File: src/rtl/instr_encoder.sv
// -----------------------------------------------------------------------------
// instr_encoder
//   Encodes WISC-SP13 instruction fields into 16-bit words and queues them
//   in a small in-order FIFO that drains into instruction memory at
//   consecutive byte addresses starting at BASE_ADDR.
//
// Ports
//   clk, rst_n            clock, synchronous active-low reset
//   req_valid/req_ready   encode request handshake (ready iff FIFO not full)
//   req_opcode/rs/rt/rd/func/imm  instruction fields
//   resp_valid/resp_err   one-cycle response per accepted request
//   wr_en/wr_addr/wr_data instruction-memory write (FIFO head)
//   wr_ready              memory accepts the write this cycle
//   fifo_count            current FIFO occupancy
// -----------------------------------------------------------------------------
module instr_encoder #(
  parameter int          DEPTH     = 4,
  parameter logic [15:0] BASE_ADDR = 16'h0000
) (
  input  logic        clk,
  input  logic        rst_n,
  input  logic        req_valid,
  output logic        req_ready,
  input  logic [4:0]  req_opcode,
  input  logic [2:0]  req_rs,
  input  logic [2:0]  req_rt,
  input  logic [2:0]  req_rd,
  input  logic [1:0]  req_func,
  input  logic [15:0] req_imm,
  output logic        resp_valid,
  output logic        resp_err,
  output logic        wr_en,
  output logic [15:0] wr_addr,
  output logic [15:0] wr_data,
  input  logic        wr_ready,
  output logic [4:0]  fifo_count
);

  localparam int          PW         = (DEPTH > 1) ? $clog2(DEPTH) : 1;
  localparam logic [4:0]  FULL_COUNT = 5'(DEPTH);
  localparam logic [PW-1:0] PTR_ONE  = PW'(1);

  logic [15:0]   r_mem [DEPTH];
  logic [PW-1:0] r_wptr;
  logic [PW-1:0] r_rptr;
  logic [4:0]    r_count;
  logic [15:0]   r_addr;
  logic          r_resp_valid;
  logic          r_resp_err;

  logic [15:0]   w_word;
  logic          w_legal;
  logic          w_accept;
  logic          w_push;
  logic          w_pop;

  // Instruction word assembly and immediate range legality per opcode.
  // A signed N-bit range check means imm[15:N-1] is all zeros or all ones.
  always_comb begin
    w_word  = 16'h0000;
    w_legal = 1'b0;
    case (req_opcode)
      5'b00000, 5'b00001: begin
        w_word  = {req_opcode, 11'h000};
        w_legal = 1'b1;
      end
      5'b00100, 5'b00110: begin
        w_word  = {req_opcode, req_imm[10:0]};
        w_legal = (req_imm[15:10] == 6'h00) || (req_imm[15:10] == 6'h3F);
      end
      5'b01000, 5'b01001, 5'b10000, 5'b10001, 5'b10011: begin
        w_word  = {req_opcode, req_rs, req_rd, req_imm[4:0]};
        w_legal = (req_imm[15:4] == 12'h000) || (req_imm[15:4] == 12'hFFF);
      end
      5'b01010, 5'b01011: begin
        w_word  = {req_opcode, req_rs, req_rd, req_imm[4:0]};
        w_legal = (req_imm[15:5] == 11'h000);
      end
      5'b10100, 5'b10101, 5'b10110, 5'b10111: begin
        w_word  = {req_opcode, req_rs, req_rd, req_imm[4:0]};
        w_legal = (req_imm[15:4] == 12'h000);
      end
      5'b00101, 5'b00111, 5'b01100, 5'b01101, 5'b01110, 5'b01111, 5'b11000: begin
        w_word  = {req_opcode, req_rs, req_imm[7:0]};
        w_legal = (req_imm[15:7] == 9'h000) || (req_imm[15:7] == 9'h1FF);
      end
      5'b10010: begin
        w_word  = {req_opcode, req_rs, req_imm[7:0]};
        w_legal = (req_imm[15:8] == 8'h00);
      end
      5'b11010, 5'b11011: begin
        w_word  = {req_opcode, req_rs, req_rt, req_rd, req_func};
        w_legal = 1'b1;
      end
      // These R-format ops have no function variants, so func is forced 00.
      5'b11001, 5'b11100, 5'b11101, 5'b11110, 5'b11111: begin
        w_word  = {req_opcode, req_rs, req_rt, req_rd, 2'b00};
        w_legal = 1'b1;
      end
      default: begin
        w_word  = 16'h0000;
        w_legal = 1'b0;
      end
    endcase
  end

  // Readiness is taken from the registered count only, so a pop in the
  // same cycle never frees a slot for a request (no bypass when full).
  assign req_ready  = (r_count != FULL_COUNT);
  assign wr_en      = (r_count != 5'd0);
  assign w_accept   = req_valid & req_ready;
  assign w_push     = w_accept & w_legal;
  assign w_pop      = wr_en & wr_ready;

  assign wr_addr    = r_addr;
  assign wr_data    = r_mem[r_rptr];
  assign fifo_count = r_count;
  assign resp_valid = r_resp_valid;
  assign resp_err   = r_resp_err;

  // FIFO storage, pointers, occupancy, write address and response register.
  always_ff @(posedge clk) begin
    if (!rst_n) begin
      for (int i = 0; i < DEPTH; i++) begin
        r_mem[i] <= 16'h0000;
      end
      r_wptr       <= '0;
      r_rptr       <= '0;
      r_count      <= 5'd0;
      r_addr       <= BASE_ADDR;
      r_resp_valid <= 1'b0;
      r_resp_err   <= 1'b0;
    end else begin
      r_resp_valid <= w_accept;
      r_resp_err   <= w_accept & ~w_legal;
      if (w_push) begin
        r_mem[r_wptr] <= w_word;
        r_wptr        <= r_wptr + PTR_ONE;
      end
      if (w_pop) begin
        r_rptr <= r_rptr + PTR_ONE;
        r_addr <= r_addr + 16'd2;
      end
      case ({w_push, w_pop})
        2'b10:   r_count <= r_count + 5'd1;
        2'b01:   r_count <= r_count - 5'd1;
        default: r_count <= r_count;
      endcase
    end
  end

endmodule

File: config.mk
export PLATFORM = sky130hd
export DESIGN_NAME = instr_encoder
export DESIGN_NICKNAME = d
export VERILOG_FILES = /design/src/rtl/instr_encoder.sv
export SDC_FILE = /design/constraint.sdc
export NUM_CORES = 1
export LEC_CHECK = 0
export BUFFER_PORTS_ARGS = -buffer_cell sky130_fd_sc_hd__buf_4
export CAP_MARGIN = 30
export CORE_MARGIN = 2
export CORE_UTILIZATION = 50
export CTS_BUF_LIST = sky130_fd_sc_hd__clkbuf_16
export CTS_CLUSTER_SIZE = 12
export DETAILED_ROUTE_END_ITERATION = 12
export MAX_ROUTING_LAYER = met4
export PLACE_DENSITY = 0.75
export SLEW_MARGIN = 20
export SYNTH_ARGS = -nofsm -noshare
export SYNTH_HDL_FRONTEND = slang
export SYNTH_SLANG_ARGS = --single-unit
File: constraint.sdc
create_clock -name clk -period 4.86 [get_ports clk]
set_input_delay 0.972 -clock clk [delete_from_list [all_inputs] [get_ports clk]]
set_output_delay 0.972 -clock clk [all_outputs]
set_load 0.01 [all_outputs]
==> flow_summary.toml, run 1 <==
[worst_setup_path]
worstPathRequired_ns = 5.12
r2r_end = "fifo_count[4]$_SDFFE_PN0P_"
rr_worst_depth = 11
path_class = "in -> reg"
rrSetupSlack_ns = 1.84
cp_slowest_cell = "or4_4"
path_buf_inv = 1
worstReg2RegStart = "fifo_count[1]$_SDFFE_PN0P_"
slowest_delay_ns = 0.56
path_max_fanout = 7
cp.arrival_ns = 4.19
cp_top_family = "compound AO/OA/AOI/OAI gates"
cp_cell_sequence = "buf_4 -> or4_4 -> nor3_1 -> o2111ai_1 -> o211ai_2 -> o211ai_2 -> ha_1 -> fa_1 -> a21o_1 -> a21oi_1 -> xor2_1 -> or3_1 -> a21boi_0"
endpoint_kind = "flip-flop"
cpMostUsedCell = "o211ai_2"
crit_path_start_kind = "input port"

[floorplanning]
core_sq_mm = 0.008678
dieArea_sq_mm = 0.009672
die_width_microns = 98.35
start_util_pct = 51.28
rows = 34
die_h_microns = 98.35
io_pins = 77

[cells_and_area]
drive_above_1_share_pct = 26.71
nets = 490
final_cell_mix = "78 x buf_4, 72 x nor2_1, 64 x edfxtp_1, 28 x dfxtp_1, 27 x nand2_1"
multi_input_area_sq_mm = 0.001842
fill_cells = 710
final_common_cell = "buf_4"
fin_util_pct = 62.04
syn_to_final_growth_pct = 20.97
n_antenna_cell = 0
finalInstanceArea_sq_mm = 0.005384
ff_latch_area_sq_mm = 0.002482

[place]
dpl_cell_area_sq_mm = 0.005071
port_buffers = 75
gp_congestion = 0.9021
detailedPlacementHpwl_microns = 6766

[synthesis]
synth_area_sq_mm = 0.004451
ys_seq_area_share_pct = 55.78
yosysTopAreaCell = "edfxtp_1"
synthArstFlopShare_pct = 0
synthFlopType = "edfxtp_1"
synth-edff-count = 64
syn_inst = 376
avgSynthCellArea_sq_um = 11.84
synthTopCellsByArea = "edfxtp_1 43%, dfxtp_1 13%, mux4_2 8.1%, nor2_1 6.1%, xnor2_1 2.8%"
syn_nets = 418
ys_ff_latch = 92
synth_cell_types = 49
yosysTopAreaCellShare_pct = 43.18
synth_warnings = 0

[clocking]
h-tree-depth = 3
ctsHoldBuffers = 0
clk_pin_slew_ns = 0.07
clkSinkCount = 92
cts_tree = "yes"
cts_resized = 0
clk_path_buf_depth = 2
clockRootBuffer = "clkbuf_16"
post_cts_buffers = 0
clk_latency_ns = 0.34
numCtsBuffers = 9

[flow_run]
maxCapViolations = 0

[drt]
routed_wl_microns = 10010
wl_per_cell_microns = 17.83
drt_iter0_drc = 246
num_vias = 3191
ant_nets = 0
drc = 0
drt-pass1-iter-count = 5
via_per_inst = 5.688

[hold_path]
min_path_type = "reg -> reg"
hold_end = "wr_addr[10]$_SDFFE_PN0P_"
worstHoldStart = "wr_addr[10]$_SDFFE_PN0P_"
hold_depth = 2

[sta]
fin_worst_skew_ns = 0.009377
setup_violations = 0
drv_slew = 0
rsz0062_at_grt = "false"
tightest_slew_ns = 0.8184
fmax_mhz = 254.6
relSlewSlack_pct = 45.37
tns_ns = 0
fin_crit_sh_pct = 80.81
fin_crit_ns = 3.927
hold_viol = 0

[power]
pwr-share-clk_pct = 32.2
seq_power_share_pct = 41.9
switching_power_w = 0.0006409
p_int_w = 0.001617
combPwrFrac_pct = 25.8
peakVddDrop_mv = 0.2896
swShare_pct = 28.38
power.density_mw_per_mm2 = 419.4
static-leakage-power_nw = 2.134

[grt]
grt_usage_pct = 22.31
first_global_vias = 3327
grt_max_degree = 32
grt-ovfl-total = 0
antenna_found_initial = 0
grt_pass1_wl_microns = 16320

[outcome]
outcome = "complete, no violations"
## Yosys cell counts, types with 5 or more instances
library cell	count
nand3_1	6
o21ai_0	10
nand4_1	5
nand2b_1	6
ha_1	5
mux4_2	16
inv_1	6
edfxtp_1	64
a21oi_1	10
dfxtp_1	28
and2_1	18
nor2_1	72
clkbuf_1	9
o2111ai_1	5
nand2_1	27
a22oi_1	8
nor3_1	6
xnor2_1	14
xor2_1	5
## stage by stage
step	total power, W	setup WS (ns)	hold WS [ns]	std cells
final	0.002258	0.9328	0.5204	561
after global routing	0.002358	0.6547	0.5567	561
after CTS	0.002270	0.9313	0.5246	561
after detailed placement	0.001549	0.5479	0.5138	545
after global placement	0.001535	0.7418	0.4874	545
after floorplan	0.001327	0.7640	0.4916	376
## logic make-up (layout without fill, tap and decap cells)
| kind of cell | after synthesis | in the layout | share of synthesized area, % |
|---|---|---|---|
| AO/OA/AOI/OAI | 56 | 56 | 10.09 |
| XOR/XNOR | 19 | 19 | 3.739 |
| adder cells (fa/ha/maj) | 6 | 6 | 1.856 |
| buffers and inverters | 24 | 101 | 2.839 |
| flip-flops | 92 | 92 | 55.78 |
| multiplexers | 18 | 18 | 8.547 |
| other | 1 | 1 | 0.08426 |
| AND/OR/NAND/NOR | 160 | 160 | 17.07 |
## sequential cells by signal (all words and copies together), names as in the netlist, named ones only
signal,cells
r_mem,64
wr_addr,15
fifo_count,5
r_rptr,2
r_wptr,2
resp_err,1
resp_valid,1
## power by group through the flow
stage | Clock [W] | Sequential (W) | Combinational, W
floorplan | 0 | 0.000955 | 0.000372
global placement | 0 | 0.000960 | 0.000575
detailed placement | 0 | 0.000963 | 0.000586
CTS | 0.000733 | 0.000947 | 0.000590
global route | 0.000761 | 0.000955 | 0.000643
finish | 0.000728 | 0.000947 | 0.000583
## worst max path at each step
stage          slack, ns                         end  cells after the start        start
2_1_floorplan       0.76  fifo_count[4]$_SDFFE_PN0P_                     12  req_imm[11]
3_3_place_gp        0.74  fifo_count[4]$_SDFFE_PN0P_                     13  req_imm[11]
3_5_place_dp        0.55  fifo_count[4]$_SDFFE_PN0P_                     13  req_imm[11]
4_1_cts             0.93  fifo_count[4]$_SDFFE_PN0P_                     13  req_imm[11]
5_1_grt             0.65  fifo_count[4]$_SDFFE_PN0P_                     13  req_imm[11]
6_report            0.93  fifo_count[4]$_SDFFE_PN0P_                     13  req_imm[11]
## worst register-to-register path, stage by stage (launching register included)
cell and delay (ns):
dfxtp_1 0.38, nor4_1 0.36, nand2b_1 0.13, nand2_1 0.18, inv_1 0.16, ha_1 0.31
fa_1 0.43, a21o_1 0.20, a21oi_1 0.18, xor2_1 0.10, or3_1 0.32, a21boi_0 0.19
## layout make-up
type                            count  share of cell area, %
Sequential cell                    92                  46.11
Multi-Input combinational cell    260                  34.21
Timing Repair Buffer               78                  10.88
Clock buffer                       10                  4.648
Tap cell                          108                  2.510
Clock inverter                      6                  1.162
Inverter                            7                 0.4880
## routing by layer
metal	vias to the layer above	share of wire [%]	track usage, %
li1	1518	-	-
met1	1546	40	27.14
met2	113	52	37.89
met3	14	6.1	3.722
met4	0	1.8	7.692
met5	-	0	-
No activity file was read; power rests on OpenSTA's default activity.
==> run 2, diff against run 1 <==
- ABC_AREA: default -> 1
- PLACE_DENSITY: 0.75 -> 0.78
- clock period: 4.86 -> 3.6 ns (I/O delays scaled with it)
==> flow_summary.toml, run 2 <==
[sta]
drv_slew = 0
relSlewSlack_pct = 38.77
fmax_mhz = 352.3
fin_crit_ns = 2.839
setup_violations = 0
rsz0062_at_grt = "false"
tns_ns = 0
fin_worst_skew_ns = 0.01198
fin_crit_sh_pct = 78.85
hold_viol = 0
tightest_slew_ns = 0.9175

[grt]
antenna_found_initial = 0
grt_pass1_wl_microns = 17430
grt_usage_pct = 22.90
grt_max_degree = 33
first_global_vias = 3656
grt-ovfl-total = 0

[drt]
drc = 0
wl_per_cell_microns = 14.93
via_per_inst = 5.446
routed_wl_microns = 10960
ant_nets = 0
drt_iter0_drc = 365
num_vias = 3997
drt-pass1-iter-count = 5

[synthesis]
ys_top_cells_by_count = "135 x nor2_1, 79 x nand2_1, 64 x edfxtp_1, 51 x o21ai_0, 49 x inv_1"
synth_top_family_by_area = "simple AND/OR/NAND/NOR gates"
ys_seq_area_share_pct = 53.29
synth.mux.area_fraction_pct = 0
synthAdderAreaFrac_pct = 1.773
yosysMostFrequentCell = "nor2_1"
synth_compound_area_share_pct = 11.68
synth_cell_types = 36
syn_nets = 585
synth_area_sq_mm = 0.004658
ys_ff_latch = 92
synth-edff-count = 64
synthArstFlopShare_pct = 0
syn_inst = 543
yosys.area_share.xor_xnor_pct = 1.316
yosysTopAreaCellShare_pct = 41.26
synthTopCellsByArea = "edfxtp_1 41%, dfxtp_1 12%, nor2_1 11%, nand2_1 6.4%, o21ai_0 5.5%"
yosysTopAreaCell = "edfxtp_1"
avgSynthCellArea_sq_um = 8.579
synth_warnings = 0
yosys.area_share.simple_pct = 25.30
synthFlopType = "edfxtp_1"

[worst_setup_path]
cp.arrival_ns = 3.06
endpoint_kind = "flip-flop"
crit_path_start_kind = "input port"
rrSetupSlack_ns = 0.90
crit_start = "req_opcode[3]"
path_max_fanout = 7
worstPathRequired_ns = 3.82
path_class = "in -> reg"
r2r_end = "fifo_count[4]$_SDFFE_PN0P_"
worstReg2RegStart = "fifo_count[1]$_SDFFE_PN0P_"
crit_end = "fifo_count[4]$_SDFFE_PN0P_"
rr_worst_depth = 12

[cells_and_area]
final_common_cell = "nor2_1"
syn_to_final_growth_pct = 20.36
largest_reg_flops = 64
drive_above_1_share_pct = 17.82
finalInstanceArea_sq_mm = 0.005607
final_cell_mix = "135 x nor2_1, 82 x buf_4, 79 x nand2_1, 64 x edfxtp_1, 51 x o21ai_0"
nets = 660
n_antenna_cell = 0
top_register = "r_mem"

[clocking]
clk_pin_slew_ns = 0.07
cts_tree = "yes"
ctsHoldBuffers = 0
numCtsBuffers = 9
clk_latency_ns = 0.35
cts_resized = 0
clk_path_buf_depth = 2
post_cts_buffers = 0
clkSinkCount = 92
clockRootBuffer = "clkbuf_16"
h-tree-depth = 3

[floorplanning]
core_sq_mm = 0.009153
io_pins = 77
dieArea_sq_mm = 0.01010
rows = 35
start_util_pct = 50.90
die_h_microns = 100.5
die_width_microns = 100.5

[place]
detailedPlacementHpwl_microns = 7641
port_buffers = 75
gp_congestion = 0.8727
dpl_cell_area_sq_mm = 0.005319

[power]
power.density_mw_per_mm2 = 576.8
static-leakage-power_nw = 2.391
peakVddDrop_mv = 0.4578

[hold_path]
min_path_type = "reg -> reg"

[outcome]
outcome = "complete, no violations"

[flow_run]
maxCapViolations = 0
-- run 2: changes by cell type in the layout (fill, tap and decap cells not counted), moves of 5 or more --
cell	change
nand2_1	+52
xnor2_1	-13
o2111ai_1	-5
nand3_1	+21
nor2_1	+63
inv_1	+42
and2_1	-17
a22oi_1	-5
o21ai_0	+41
nand2b_1	-6
mux4_2	-16
a21oi_1	+8
nand3_2	+5
o22ai_1	+14
-- run 2: layer usage --
metal / track usage, % / vias up / wire (microns)
met5: - / - / 0
met2: 36.71 / 146 / 5281
li1: - / 1986 / -
met4: 5.585 / 0 / 71
met3: 4.161 / 6 / 703
met1: 30.49 / 1859 / 4899
-- run 2: worst min path at each step --
stage | end | cells after the start | start
4_1_cts | r_rptr[1]$_SDFFE_PN0P_ | 2 | r_rptr[1]$_SDFFE_PN0P_
6_report | r_rptr[1]$_SDFFE_PN0P_ | 2 | r_rptr[1]$_SDFFE_PN0P_
5_1_grt | r_rptr[0]$_SDFFE_PN0P_ | 1 | r_rptr[0]$_SDFFE_PN0P_
3_3_place_gp | r_rptr[1]$_SDFFE_PN0P_ | 2 | r_rptr[1]$_SDFFE_PN0P_
3_5_place_dp | flip-flop | 2 | r_rptr[1]$_SDFFE_PN0P_
2_1_floorplan | flip-flop | 2 | r_rptr[1]$_SDFFE_PN0P_
-- run 2: kinds of logic (layout without fill, tap and decap cells) --
logic type / Yosys count / in the layout
compound gates: 99 / 99
xor+xnor: 7 / 7
fa+ha+maj: 6 / 6
buf+inv: 70 / 150
flops: 92 / 92
other cells: 1 / 1
simple gates: 268 / 268
-- run 2: report_power, final --
part | switching (W) | leakage (nW) | internal, W
Clock | 0.000428 | 0.139 | 0.000484
Sequential | 0.0000780 | 0.892 | 0.00123
Combinational | 0.000598 | 1.36 | 0.000411
Total | 0.00110 | 2.39 | 0.00213
-- run 2: metrics by stage --
stage               instances  power [W]  util, %  setup WS [ns]  hold slack (ns)
CTS                       734   0.003242    61.26         0.7974           0.4764
finish                    734   0.003234    61.26         0.7614           0.4716
global placement          718   0.002307    58.11         0.5265           0.4494
floorplan                 543   0.001923        -         0.7304           0.4364
detailed placement        718   0.002340    58.11         0.4327           0.4637
global route              734   0.003407    61.26         0.4956           0.5095
-- run 2: layout make-up --
type	instances	area [sq um]
clock buffers	9	225.2
flip-flops and latches	92	2482
fillers	775	3546
repair buffers	83	635.6
clock inverters	7	62.56
multi-input cells	381	1871
well taps	111	138.9
inverters	51	191.4
-- run 2: worst max-delay path, cell delays in order --
cell and delay (ns):
buf_4 0.14, inv_1 0.09, nand2_1 0.09, nor3_2 0.31, nand2_1 0.12, nand3_1 0.13
o21ai_1 0.11, ha_1 0.30, fa_1 0.43, nand3_1 0.11, nand2_1 0.07, a21oi_1 0.11
o21ai_0 0.13, o21ai_0 0.16, a21oi_1 0.05
